==> config.mk <==
export PLATFORM = sky130hd
export DESIGN_NAME = pipeline_ctrl
export DESIGN_NICKNAME = d
export VERILOG_FILES = /design/src/rtl/pipeline_ctrl.sv
export SDC_FILE = /design/constraint.sdc
export NUM_CORES = 1
export LEC_CHECK = 0
export CELL_PAD_IN_SITES_DETAIL_PLACEMENT = 1
export CELL_PAD_IN_SITES_GLOBAL_PLACEMENT = 1
export CORE_AREA = 8 8 92 126
export CTS_BUF_LIST = sky130_fd_sc_hd__clkbuf_16
export CTS_CLUSTER_SIZE = 10
export DETAILED_ROUTE_END_ITERATION = 6
export DIE_AREA = 0 0 100 134
export PLACE_DENSITY_LB_ADDON = 0.1
export SLEW_MARGIN = 20
export SYNTH_ARGS = -nofsm -noshare
export SYNTH_HDL_FRONTEND = slang
export SYNTH_SLANG_ARGS = --single-unit
==> constraint.sdc <==
create_clock -name clk -period 3.73 [get_ports clk]
set_input_delay 0.5595 -clock clk [delete_from_list [all_inputs] [get_ports clk]]
set_output_delay 0.5595 -clock clk [all_outputs]
set_load 0.01 [all_outputs]
==> src/rtl/pipeline_ctrl.sv <==
// Hazard/sequencing controller for the 5-stage RV32I pipeline: stage enables, flushes, ecall drain-to-halt, perf counters.
// Enables/flushes are combinational from state and inputs; state and counters update on the next edge.
module pipeline_ctrl #(
    parameter int DRAIN_CYCLES = 3,
    parameter int CNT_LEN      = 32
) (
    input  logic               clk,
    input  logic               rst,
    input  logic [4:0]         id_rs1_addr,
    input  logic [4:0]         id_rs2_addr,
    input  logic [1:0]         id_rs1,
    input  logic [1:0]         id_rs2,
    input  logic [2:0]         id_br,
    input  logic [2:0]         id_mem_fn,
    input  logic               id_ecall,
    input  logic [4:0]         ex_rd_addr,
    input  logic [1:0]         ex_wb_sel,
    input  logic               ex_br_taken,
    input  logic               dmem_busy,
    output logic               pc_en,
    output logic               if_id_en,
    output logic               id_ex_en,
    output logic               ex_mem_en,
    output logic               mem_wb_en,
    output logic               if_id_flush,
    output logic               id_ex_flush,
    output logic               halt,
    output logic [CNT_LEN-1:0] stall_cnt,
    output logic [CNT_LEN-1:0] flush_cnt
);

    // Field encodings mirror define.vh
    localparam logic [1:0] RS1_RS1  = 2'd1;
    localparam logic [1:0] RS2_RS2  = 2'd1;
    localparam logic [2:0] BR_BEQ   = 3'd1;
    localparam logic [2:0] BR_BNE   = 3'd2;
    localparam logic [2:0] BR_BLT   = 3'd3;
    localparam logic [2:0] BR_BGE   = 3'd4;
    localparam logic [2:0] BR_BLTU  = 3'd5;
    localparam logic [2:0] BR_BGEU  = 3'd6;
    localparam logic [2:0] MEM_SW   = 3'd4;
    localparam logic [2:0] MEM_SH   = 3'd5;
    localparam logic [2:0] MEM_SB   = 3'd6;
    localparam logic [1:0] WB_MEM   = 3'd2;

    localparam logic [1:0] ST_RUN   = 2'd0;
    localparam logic [1:0] ST_DRAIN = 2'd1;
    localparam logic [1:0] ST_HALT  = 2'd2;

    localparam int DW = (DRAIN_CYCLES < 1) ? 1 : $clog2(DRAIN_CYCLES + 1);

    logic [1:0]         state_q, state_d;
    logic [DW-1:0]      drain_q, drain_d;
    logic [CNT_LEN-1:0] stall_q, stall_d;
    logic [CNT_LEN-1:0] flush_q, flush_d;

    logic is_cond_br, uses_rs1, uses_rs2, load_use;

    always_comb begin
        is_cond_br = (id_br == BR_BEQ)  || (id_br == BR_BNE) || (id_br == BR_BLT) ||
                     (id_br == BR_BGE)  || (id_br == BR_BLTU) || (id_br == BR_BGEU);
        uses_rs1   = (id_rs1 == RS1_RS1) || is_cond_br;
        uses_rs2   = (id_rs2 == RS2_RS2) || is_cond_br ||
                     (id_mem_fn == MEM_SB) || (id_mem_fn == MEM_SH) || (id_mem_fn == MEM_SW);
        load_use   = (ex_wb_sel == WB_MEM) && (ex_rd_addr != 5'd0) &&
                     ((uses_rs1 && (id_rs1_addr == ex_rd_addr)) ||
                      (uses_rs2 && (id_rs2_addr == ex_rd_addr)));
    end

    always_comb begin
        state_d     = state_q;
        drain_d     = drain_q;
        stall_d     = stall_q;
        flush_d     = flush_q;
        pc_en       = 1'b1;
        if_id_en    = 1'b1;
        id_ex_en    = 1'b1;
        ex_mem_en   = 1'b1;
        mem_wb_en   = 1'b1;
        if_id_flush = 1'b0;
        id_ex_flush = 1'b0;
        halt        = 1'b0;

        if (rst) begin
            pc_en     = 1'b0;
            if_id_en  = 1'b0;
            id_ex_en  = 1'b0;
            ex_mem_en = 1'b0;
            mem_wb_en = 1'b0;
        end else begin
            case (state_q)
                ST_RUN: begin
                    if (dmem_busy) begin
                        // Whole pipe freezes; a taken branch in EX is re-presented later.
                        pc_en     = 1'b0;
                        if_id_en  = 1'b0;
                        id_ex_en  = 1'b0;
                        ex_mem_en = 1'b0;
                        mem_wb_en = 1'b0;
                        stall_d   = stall_q + CNT_LEN'(1);
                    end else if (ex_br_taken) begin
                        if_id_flush = 1'b1;
                        id_ex_flush = 1'b1;
                        flush_d     = flush_q + CNT_LEN'(1);
                    end else if (load_use) begin
                        pc_en       = 1'b0;
                        if_id_en    = 1'b0;
                        id_ex_flush = 1'b1;
                        stall_d     = stall_q + CNT_LEN'(1);
                    end else if (id_ecall) begin
                        pc_en       = 1'b0;
                        if_id_flush = 1'b1;
                        state_d     = ST_DRAIN;
                        drain_d     = DW'(DRAIN_CYCLES);
                    end
                end
                ST_DRAIN: begin
                    if (dmem_busy) begin
                        pc_en     = 1'b0;
                        if_id_en  = 1'b0;
                        id_ex_en  = 1'b0;
                        ex_mem_en = 1'b0;
                        mem_wb_en = 1'b0;
                        stall_d   = stall_q + CNT_LEN'(1);
                    end else begin
                        pc_en       = 1'b0;
                        if_id_flush = 1'b1;
                        if (drain_q <= DW'(1)) begin
                            state_d = ST_HALT;
                        end else begin
                            drain_d = drain_q - DW'(1);
                        end
                    end
                end
                default: begin
                    pc_en     = 1'b0;
                    if_id_en  = 1'b0;
                    id_ex_en  = 1'b0;
                    ex_mem_en = 1'b0;
                    mem_wb_en = 1'b0;
                    halt      = 1'b1;
                end
            endcase
        end
    end

    always_ff @(posedge clk) begin
        if (rst) begin
            state_q <= ST_RUN;
            drain_q <= '0;
            stall_q <= '0;
            flush_q <= '0;
        end else begin
            state_q <= state_d;
            drain_q <= drain_d;
            stall_q <= stall_d;
            flush_q <= flush_d;
        end
    end

    assign stall_cnt = stall_q;
    assign flush_cnt = flush_q;

endmodule

**Yosys cells after proc, flatten, opt, wreduce, memory -nomap -nowiden**

Cells that the tools add are included.

- Flip-flop bits (word level): 68
- Input bits: 32
- Output and inout port bits: 72

- $add $sub $neg: 3
- Order comparisons: 1
- Equality and inequality tests: 25
- Multiplexer cells: 46
- Bitwise logic cells: 1
- Reduce and logical (&&, ||, !) cells: 23

Operators with widths:

| cell | count |
|---|---|
| $mux 32 | 4 |
| $add 32x1->32 const B | 2 |
| $pmux 32 s2 | 1 |
| $mux 1 | 25 |
| $mux 2 | 12 |
| $eq 3x3->1 const B | 6 |
| $ne 2x2->1 const B | 8 |
| $reduce_and 7->1 | 2 |
| $logic_or 1x1->1 | 11 |
| $eq 5x5->1 | 2 |
| $pmux 2 s2 | 2 |
| $eq 2x1->1 const B | 3 |
| $eq 3x2->1 const B | 2 |
| $ne 3x3->1 const B | 2 |
| $reduce_bool 5->1 | 1 |
| $logic_and 1x1->1 | 4 |
| $pmux 1 s2 | 2 |
| $reduce_and 4->1 | 1 |
| $eq 3x1->1 const B | 1 |
| $reduce_and 3->1 | 1 |
| $eq 2x2->1 const B | 1 |
| $le 2x1->1 const B | 1 |
| $logic_not 2->1 | 1 |
| $reduce_bool 2->1 | 1 |
| 3 further kinds | 3 |

**Longest topological paths before layout**

Gate-level depths: netlist of run 1.

- Depth after elaboration: 18
- Depth in mapped cells: 8
- Depth with buffers taken out: 6

**Worst setup path before layout of run 1**

No wires, ideal clock.

- Path kind: input to output
- Start point: in id_br[2]
- End point: out if_id_flush
- Arrival: 2.314 ns
- Required time: 3.171 ns
- Path slack: 0.856 ns
- Stages on the path: 6
- Cells stage by stage: or3_1 a222oi_1 nor4_2 nor3_1 nand2_1 a211oi_1

- Longest elaborated chain between the ends: 18
- Elaborated cells on any way between the ends: 25
- Those cells by class: eq/ne: 6; mux: 5; reduce/logical: 14

RTL lines:

| item | RTL line | RTL |
|---|---|---|
| from (decl) | 13 | `input logic [2:0] id_br,` |
| $eq 3x1->1 or $eq 3x2->1 (tied branches) | 60 | `is_cond_br = (id_br == BR_BEQ) \|\| (id_br == BR_BNE) \|\| (id_br == BR_BLT) \|\|` |
| $logic_or 1x1->1 (3 in a row) | 60 |  |
| $logic_or 1x1->1 | 61 | `(id_br == BR_BGE) \|\| (id_br == BR_BLTU) \|\| (id_br == BR_BGEU);` |
| $logic_or 1x1->1 * | 61 |  |
| $logic_or 1x1->1 (2 in a row) | 63 | `uses_rs2 = (id_rs2 == RS2_RS2) \|\| is_cond_br \|\|` |
| $logic_or 1x1->1 (2 in a row) | 64 | `(id_mem_fn == MEM_SB) \|\| (id_mem_fn == MEM_SH) \|\| (id_mem_fn == MEM_SW);` |
| $logic_and 1x1->1 | 67 | `(uses_rs2 && (id_rs2_addr == ex_rd_addr)));` |
| $logic_or 1x1->1 * | 66 | `((uses_rs1 && (id_rs1_addr == ex_rd_addr)) \|\|` |
| $logic_and 1x1->1 * | 65 | `load_use = (ex_wb_sel == WB_MEM) && (ex_rd_addr != 5'd0) &&` |
| $mux 1 * | 105 | `end else if (load_use) begin` |
| $mux 1 * | 101 | `end else if (ex_br_taken) begin` |
| $mux 1 * | 93 | `if (dmem_busy) begin` |
| $pmux 1 s2 * | 91 | `case (state_q)` |
| $mux 1 * | 84 | `if (rst) begin` |
| to (decl) | 25 | `output logic if_id_flush,` |

Mark *: on every way between the ends. The rest lies on a longest branch, timed or not.

**Worst setup path in the final report of run 1**

- Start point: in ex_rd_addr[3]
- End point: out id_ex_flush

- Longest elaborated chain between the ends: 9
- Elaborated cells on any way between the ends: 13
- Those cells by class: eq/ne: 2; mux: 5; reduce/logical: 6

RTL lines:

| item | RTL line | RTL |
|---|---|---|
| from (decl) | 16 | `input logic [4:0] ex_rd_addr,` |
| $eq 5x5->1 (on tied branches) | 66, 67 |  |
| $logic_and 1x1->1 (on tied branches) | 66, 67 |  |
| $logic_or 1x1->1 | 66 |  |
| $logic_and 1x1->1 * | 65 |  |
| $mux 1 * | 105 |  |
| $mux 1 * | 101 |  |
| $mux 1 * | 93 |  |
| $mux 1 * | 91 |  |
| $mux 1 * | 84 |  |
| to (decl) | 26 | `output logic id_ex_flush,` |

Marked as above.

==> results of run 1 <==
state kept, by name, summed over array words and instances (netlist names):
signal and flops:
state_q 2, flush_cnt 32, drain_q 2, stall_cnt 32
per-stage QoR:
stage | area [sq um] | hold WS (ns) | utilization [%] | cells
after global placement | 4682 | 0.4653 | 47.82 | 649
final | 5002 | 0.4932 | 51.09 | 665
after detailed placement | 4682 | 0.4832 | 47.82 | 649
after CTS | 4991 | 0.4942 | 50.97 | 665
after floorplan | 3492 | 0.4490 | - | 422
after global routing | 5002 | 0.5247 | 51.09 | 665
cell type report:
class	instances	area share, %
inverter	10	0.7504
sequential	68	27.21
tap	135	3.377
clock buffer	9	4.502
timing repair buffer	113	22.16
multi-input combinational	323	40.32
clock inverter	7	1.676
cells in the final DEF, fill, tap and decap left out, types with 3 or more instances in the layout:
cell type / netlist / routed
ha_1: 3 / 3
dfxtp_1: 68 / 68
and2_1: 3 / 3
clkbuf_16: 0 / 9
nor2_1: 54 / 54
a21oi_1: 33 / 33
o31ai_1: 20 / 20
clkdlybuf4s50_1: 0 / 99
inv_1: 10 / 12
o21ai_0: 10 / 10
nor4_1: 5 / 5
dlymetal6s2s_1: 0 / 3
or2_2: 3 / 3
or4_1: 20 / 20
nand4_1: 13 / 13
and4_1: 7 / 7
nor2b_1: 6 / 6
nor3_1: 7 / 7
and3_1: 7 / 7
xnor2_1: 23 / 23
xor2_1: 19 / 19
buf_4: 2 / 10
a211oi_1: 3 / 3
nand3_1: 30 / 30
or3_1: 8 / 8
nand2_1: 27 / 27
per-layer routing:
layer,global-route usage [%],vias up
met5,0,-
met1,17.98,1693
met2,31.68,66
met4,6.414,0
met3,4.979,17
li1,-,1734
what timing repair did:
item,CTS,global route
buffers inserted,0,0
gates resized for setup,0,4
hold endpoints to repair,0,0
endpoints found under the setup margin,0,3
hold buffers,0,0
worst max-delay path by stage:
| stage | to | slack [ns] | cells after the start |
|---|---|---|---|
| after floorplan | if_id_flush | 0.86 | 6 |
| after global placement | if_id_flush | 0.07 | 9 |
| after detailed placement | pc_en | 0.08 | 10 |
| after CTS | if_id_flush | 0.04 | 9 |
| after global routing | id_ex_flush | 0.16 | 9 |
| final | id_ex_flush | 0.38 | 9 |
kinds of logic (layout without fill, tap and decap cells):
kind of cell	Yosys count	count (layout)	share of synthesized area (%)
mux	2	2	0.5733
buf+inv	31	139	3.619
fa+ha+maj	3	3	1.075
xor+xnor	42	42	10.53
simple gates	202	202	32.10
flops	68	68	38.98
compound gates	74	74	13.11
worst register-to-register path, stage by stage (launching register included):
cell     delay (ns)
dfxtp_1        0.46
and4_4         0.30
nand4_4        0.14
or4b_4         0.54
or3_4          0.40
or4_1          0.48
a21oi_1        0.15
power by group:
group / internal, mW / total, mW / switching, mW
clock: 0.577 / 0.893 / 0.316
combinational: 0.0764 / 0.152 / 0.0754
sequential: 0.733 / 0.743 / 0.00980
total: 1.39 / 1.79 / 0.402
==> results.sh, run 1 <==
export IMPL_outcome="completed"
export IMPL_async_flop_share_pct=0
export IMPL_wirelength_mm=11.18
export IMPL_synth_cell_types=44
export IMPL_p_total_mw=1.788
export IMPL_ys_seq_elements=68
export IMPL_worstSetupPathType="input port to output pin"
export IMPL_ys_seq_area_share_pct=38.98
export IMPL_multi_input_area_sq_um=2017
export IMPL_crit_path_cell_trace="clkdlybuf4s50_1, buf_4, xnor2_1, nand2_1, nor4_2, buf_4, nor3_1, nor4_1, clkdlybuf4s50_1"
export IMPL_r2r_start="stall_cnt[10]"
export IMPL_dpl_hpwl_mm=8.357
export IMPL_cts_buffers=9
export IMPL_core_area_sq_um=9792
export IMPL_via_per_inst=5.278
export IMPL_drv_slew=0
export IMPL_syn_num_nets=457
export IMPL_hold_path_end="drain_q[0]"
export IMPL_finalCritPeriodShare_pct=89.92
export IMPL_yosysMostFrequentCell="dfxtp_1"
export IMPL_cts_path_max_buffers=2
export IMPL_yosysWarnings=0
export IMPL_die_y_um=134
export IMPL_path_delay_family="buffers and inverters"
export IMPL_hold_depth=1
export IMPL_path_buf_inv=4
export IMPL_firstDrtPassIters=4
export IMPL_synth_enable_flop_cells=0
export IMPL_period_minus_slack_ns=3.354
export IMPL_first_iter_violations=62
export IMPL_drc_errors=0
export IMPL_fin_skew_ns=0.005321
export IMPL_rsz0062_at_grt="false"
export IMPL_dieArea_sq_um=13400
export IMPL_vias=3510
export IMPL_cp_data_required_time_ns=3.17
export IMPL_arrival_ns=2.79
export IMPL_routed_top_layer="met4"
export IMPL_max_cap_viol_count=0
export IMPL_postRouteAntennaNets=0
export IMPL_ff_latch_area_sq_um=1361
export IMPL_synthCells=422
export IMPL_cts_clk_slew_worst_paths_ns=0.06
export IMPL_insertedDiodeCount=0
export IMPL_area_growth_syn_to_layout_pct=43.25
export IMPL_boundaryPins=104
export IMPL_worstMarginPinSlew_ns=0.8311
export IMPL_cp_slowest_stage_delay_ns=0.61
export IMPL_final_hold_viol_count=0
export IMPL_ys_flop_type="dfxtp_1"
export IMPL_rrSetupSlack_ns=1.17
export IMPL_synth_top_area_share_pct=38.98
export IMPL_globalplace_congestion=0.8072
export IMPL_worstHoldStart="drain_q[0]"
export IMPL_num_fill_cells=1186
export IMPL_rows=43
export IMPL_synth_top_area_cell="dfxtp_1"
export IMPL_path_max_fanout=6
export IMPL_fin_ws_ns=0.3762
export IMPL_wl_met2_mm=6.040
export IMPL_grt_overflow_total=0
export IMPL_slew_headroom_pct=44.44
export IMPL_synthTopCellsByArea="dfxtp_1 (39%), nor2_1 (5.8%), xnor2_1 (5.8%)"
export IMPL_die_w_um=100
export IMPL_reg2reg_to="stall_cnt[30]"
export IMPL_dp_slack_ns=0.07624
export IMPL_p_leak_nw=1.640
export IMPL_initial_core_util_pct=35.66
export IMPL_synth_commonest_cells="dfxtp_1 (68), nor2_1 (54), a21oi_1 (33)"
export IMPL_crit_slowest_cell="clkdlybuf4s50_1"
export IMPL_fin_setup_tns_ns=0
export IMPL_clkSinkCount=68
export IMPL_reg2regPathDepth=6
export IMPL_worst_setup_path_start_kind="input port"
export IMPL_h_tree_depth=3
export IMPL_grt_pass1_wl_mm=18.75
export IMPL_setup_violations=0
export IMPL_power_density_nw_per_um2=357.3
export IMPL_endpoint_kind="output pin"
export IMPL_hold_class="flip-flop to flip-flop"
export IMPL_grt_usage_pct=17.29
export IMPL_syn_area_sq_um=3492
export IMPL_io_buffers=103
export IMPL_wire_per_inst_um=16.81
export IMPL_cts_root_buf="clkbuf_16"
export IMPL_antenna_found_initial=0
export IMPL_met3_length_um=524
export IMPL_irDropWorstVdd_mv=0.2369
export IMPL_grt_pass1_vias=3794
export IMPL_critical_path_startpoint="ex_rd_addr[3]"
export IMPL_final_layout_size_suffix_gt1_share_pct=7.170
export IMPL_wl_met1_mm=4.373
export IMPL_max_freq_mhz=298.2
export IMPL_cts_tree="done"
export IMPL_grt_max_degree=51
export IMPL_final_nets=560
export IMPL_avgSynthCellArea_sq_um=8.275
export IMPL_clk_latency_ns=0.33
No activity file was read; power rests on OpenSTA's default activity.
==> run 2: changes to the inputs <==
--- a/config.mk
+++ b/config.mk
@@ -7,11 +7,11 @@
 export LEC_CHECK = 0
 export CELL_PAD_IN_SITES_DETAIL_PLACEMENT = 1
 export CELL_PAD_IN_SITES_GLOBAL_PLACEMENT = 1
-export CORE_AREA = 8 8 92 126
+export CORE_AREA = 2 2 86 120
 export CTS_BUF_LIST = sky130_fd_sc_hd__clkbuf_16
 export CTS_CLUSTER_SIZE = 10
 export DETAILED_ROUTE_END_ITERATION = 6
-export DIE_AREA = 0 0 100 134
+export DIE_AREA = 0 0 88 122
 export PLACE_DENSITY_LB_ADDON = 0.1
 export SLEW_MARGIN = 20
 export SYNTH_ARGS = -nofsm -noshare
==> results.sh, run 2 (synthesized netlist as in run 1, its figures left out) <==
export IMPL_outcome="completed"
export IMPL_fin_skew_ns=0.009278
export IMPL_io_buffers=103
export IMPL_postRouteAntennaNets=0
export IMPL_rrSetupSlack_ns=1.14
export IMPL_irDropWorstVdd_mv=0.2304
export IMPL_hold_worst_slack_ns=0.4954
export IMPL_grt_max_degree=56
export IMPL_worst_setup_path_start_kind="input port"
export IMPL_dieArea_sq_um=10740
export IMPL_area_growth_syn_to_layout_pct=42.64
export IMPL_max_freq_mhz=279.5
export IMPL_rows=43
export IMPL_boundaryPins=104
export IMPL_fin_setup_tns_ns=0
export IMPL_p_leak_nw=1.586
export IMPL_first_iter_violations=107
export IMPL_grt_overflow_total=0
export IMPL_via_per_inst=5.332
export IMPL_wirelength_mm=10.78
export IMPL_initial_core_util_pct=35.86
export IMPL_arrival_ns=3.02
export IMPL_globalplace_congestion=0.7597
export IMPL_die_w_um=88
export IMPL_hold_buffers=0
export IMPL_dpl_hpwl_mm=7.941
export IMPL_cts_tree="done"
export IMPL_worstSetupPathType="input port to output pin"
export IMPL_p_total_mw=1.680
export IMPL_clkSinkCount=68
export IMPL_clk_latency_ns=0.34
export IMPL_insertedDiodeCount=0
export IMPL_finalCritPeriodShare_pct=95.92
export IMPL_final_common_cell="clkdlybuf4s50_1"
export IMPL_antenna_found_initial=0
export IMPL_final_hold_viol_count=0
export IMPL_finalCoreUtilization_pct=51.15
export IMPL_power_density_nw_per_um2=337.3
export IMPL_placed_cell_area_sq_um=4705
export IMPL_die_y_um=122
export IMPL_h_tree_depth=3
export IMPL_final_nets=563
export IMPL_drc_errors=0
export IMPL_hold_class="flip-flop to flip-flop"
export IMPL_grt_pass1_wl_mm=17.71
export IMPL_firstDrtPassIters=4
export IMPL_worstMarginPinSlew_ns=0.8266
export IMPL_setup_violations=0
export IMPL_vias=3562
export IMPL_max_cap_viol_count=0
export IMPL_design_area_sq_um=4981
export IMPL_grt_usage_pct=20.99
export IMPL_slew_headroom_pct=44.74
export IMPL_cts_clk_slew_worst_paths_ns=0.06
export IMPL_path_max_fanout=3
export IMPL_period_minus_slack_ns=3.578
export IMPL_cts_path_max_buffers=2
export IMPL_wire_per_inst_um=16.13
export IMPL_endpoint_kind="output pin"
export IMPL_grt_pass1_vias=3667
export IMPL_cp_data_required_time_ns=3.17
export IMPL_drv_slew=0
export IMPL_postCtsSetupBuffers=0
export IMPL_cts_buffers=9
export IMPL_final_layout_size_suffix_gt1_share_pct=8.255
export IMPL_cts_root_buf="clkbuf_16"
export IMPL_final_cell_mix="clkdlybuf4s50_1 (102), dfxtp_1 (68), nor2_1 (54)"
export IMPL_core_area_sq_um=9738
-- run 2: what timing repair did --
| item | in CTS | in global routing |
|---|---|---|
| hold endpoints to repair | 0 | 0 |
| resized for setup | 0 | 2 |
| setup endpoints to repair | 0 | 3 |
-- run 2: worst paths after layout --
path	startpoint	end	depth (start not counted)
worst min-delay path	drain_q[0]	drain_q[0]	1
worst max-delay path	id_br[2]	if_id_flush	9
worst max register to register	stall_cnt[10]	stall_cnt[30]	6
worst min register to register	drain_q[0]	drain_q[0]	1
-- run 2: power by group --
group	switching (mW)	internal [mW]	leakage, nW
registers	0.00983	0.733	0.548
logic	0.0761	0.0795	0.909
clock network	0.336	0.446	0.129
total	0.422	1.26	1.59
-- run 2: cell type report --
type	count	area [sq um]
inverter	10	37.54
tap	135	168.9
fill	1128	4757
timing repair buffer	116	1124
multi-input combinational	323	2022
clock inverter	7	42.54
sequential	68	1361
clock buffer	9	225.2
-- run 2: critical path: stages --
cell and delay [ns]:
clkdlybuf4s50_1 0.41, or3_1 0.40, a222oi_1 0.35, nor4_2 0.09
nor3_2 0.20, buf_4 0.15, nand2_1 0.05, a211oi_1 0.23
clkdlybuf4s50_1 0.58
-- run 2: layer usage --
layer / track usage [%] / wire [um] / share of wire, %
met1: 22.91 / 4201 / 39
met3: 3.794 / 410 / 3.8
met4: 9.423 / 273 / 2.5
met2: 38.49 / 5893 / 55
met5: 0 / 0 / 0
-- run 2: through the flow --
stage | setup WS (ns) | cells
after floorplan | 0.8562 | 422
after global placement | 0.04619 | 652
after detailed placement | 0.02231 | 652
after CTS | 0.01181 | 668
after global routing | -0.01826 | 668
final | 0.1523 | 668
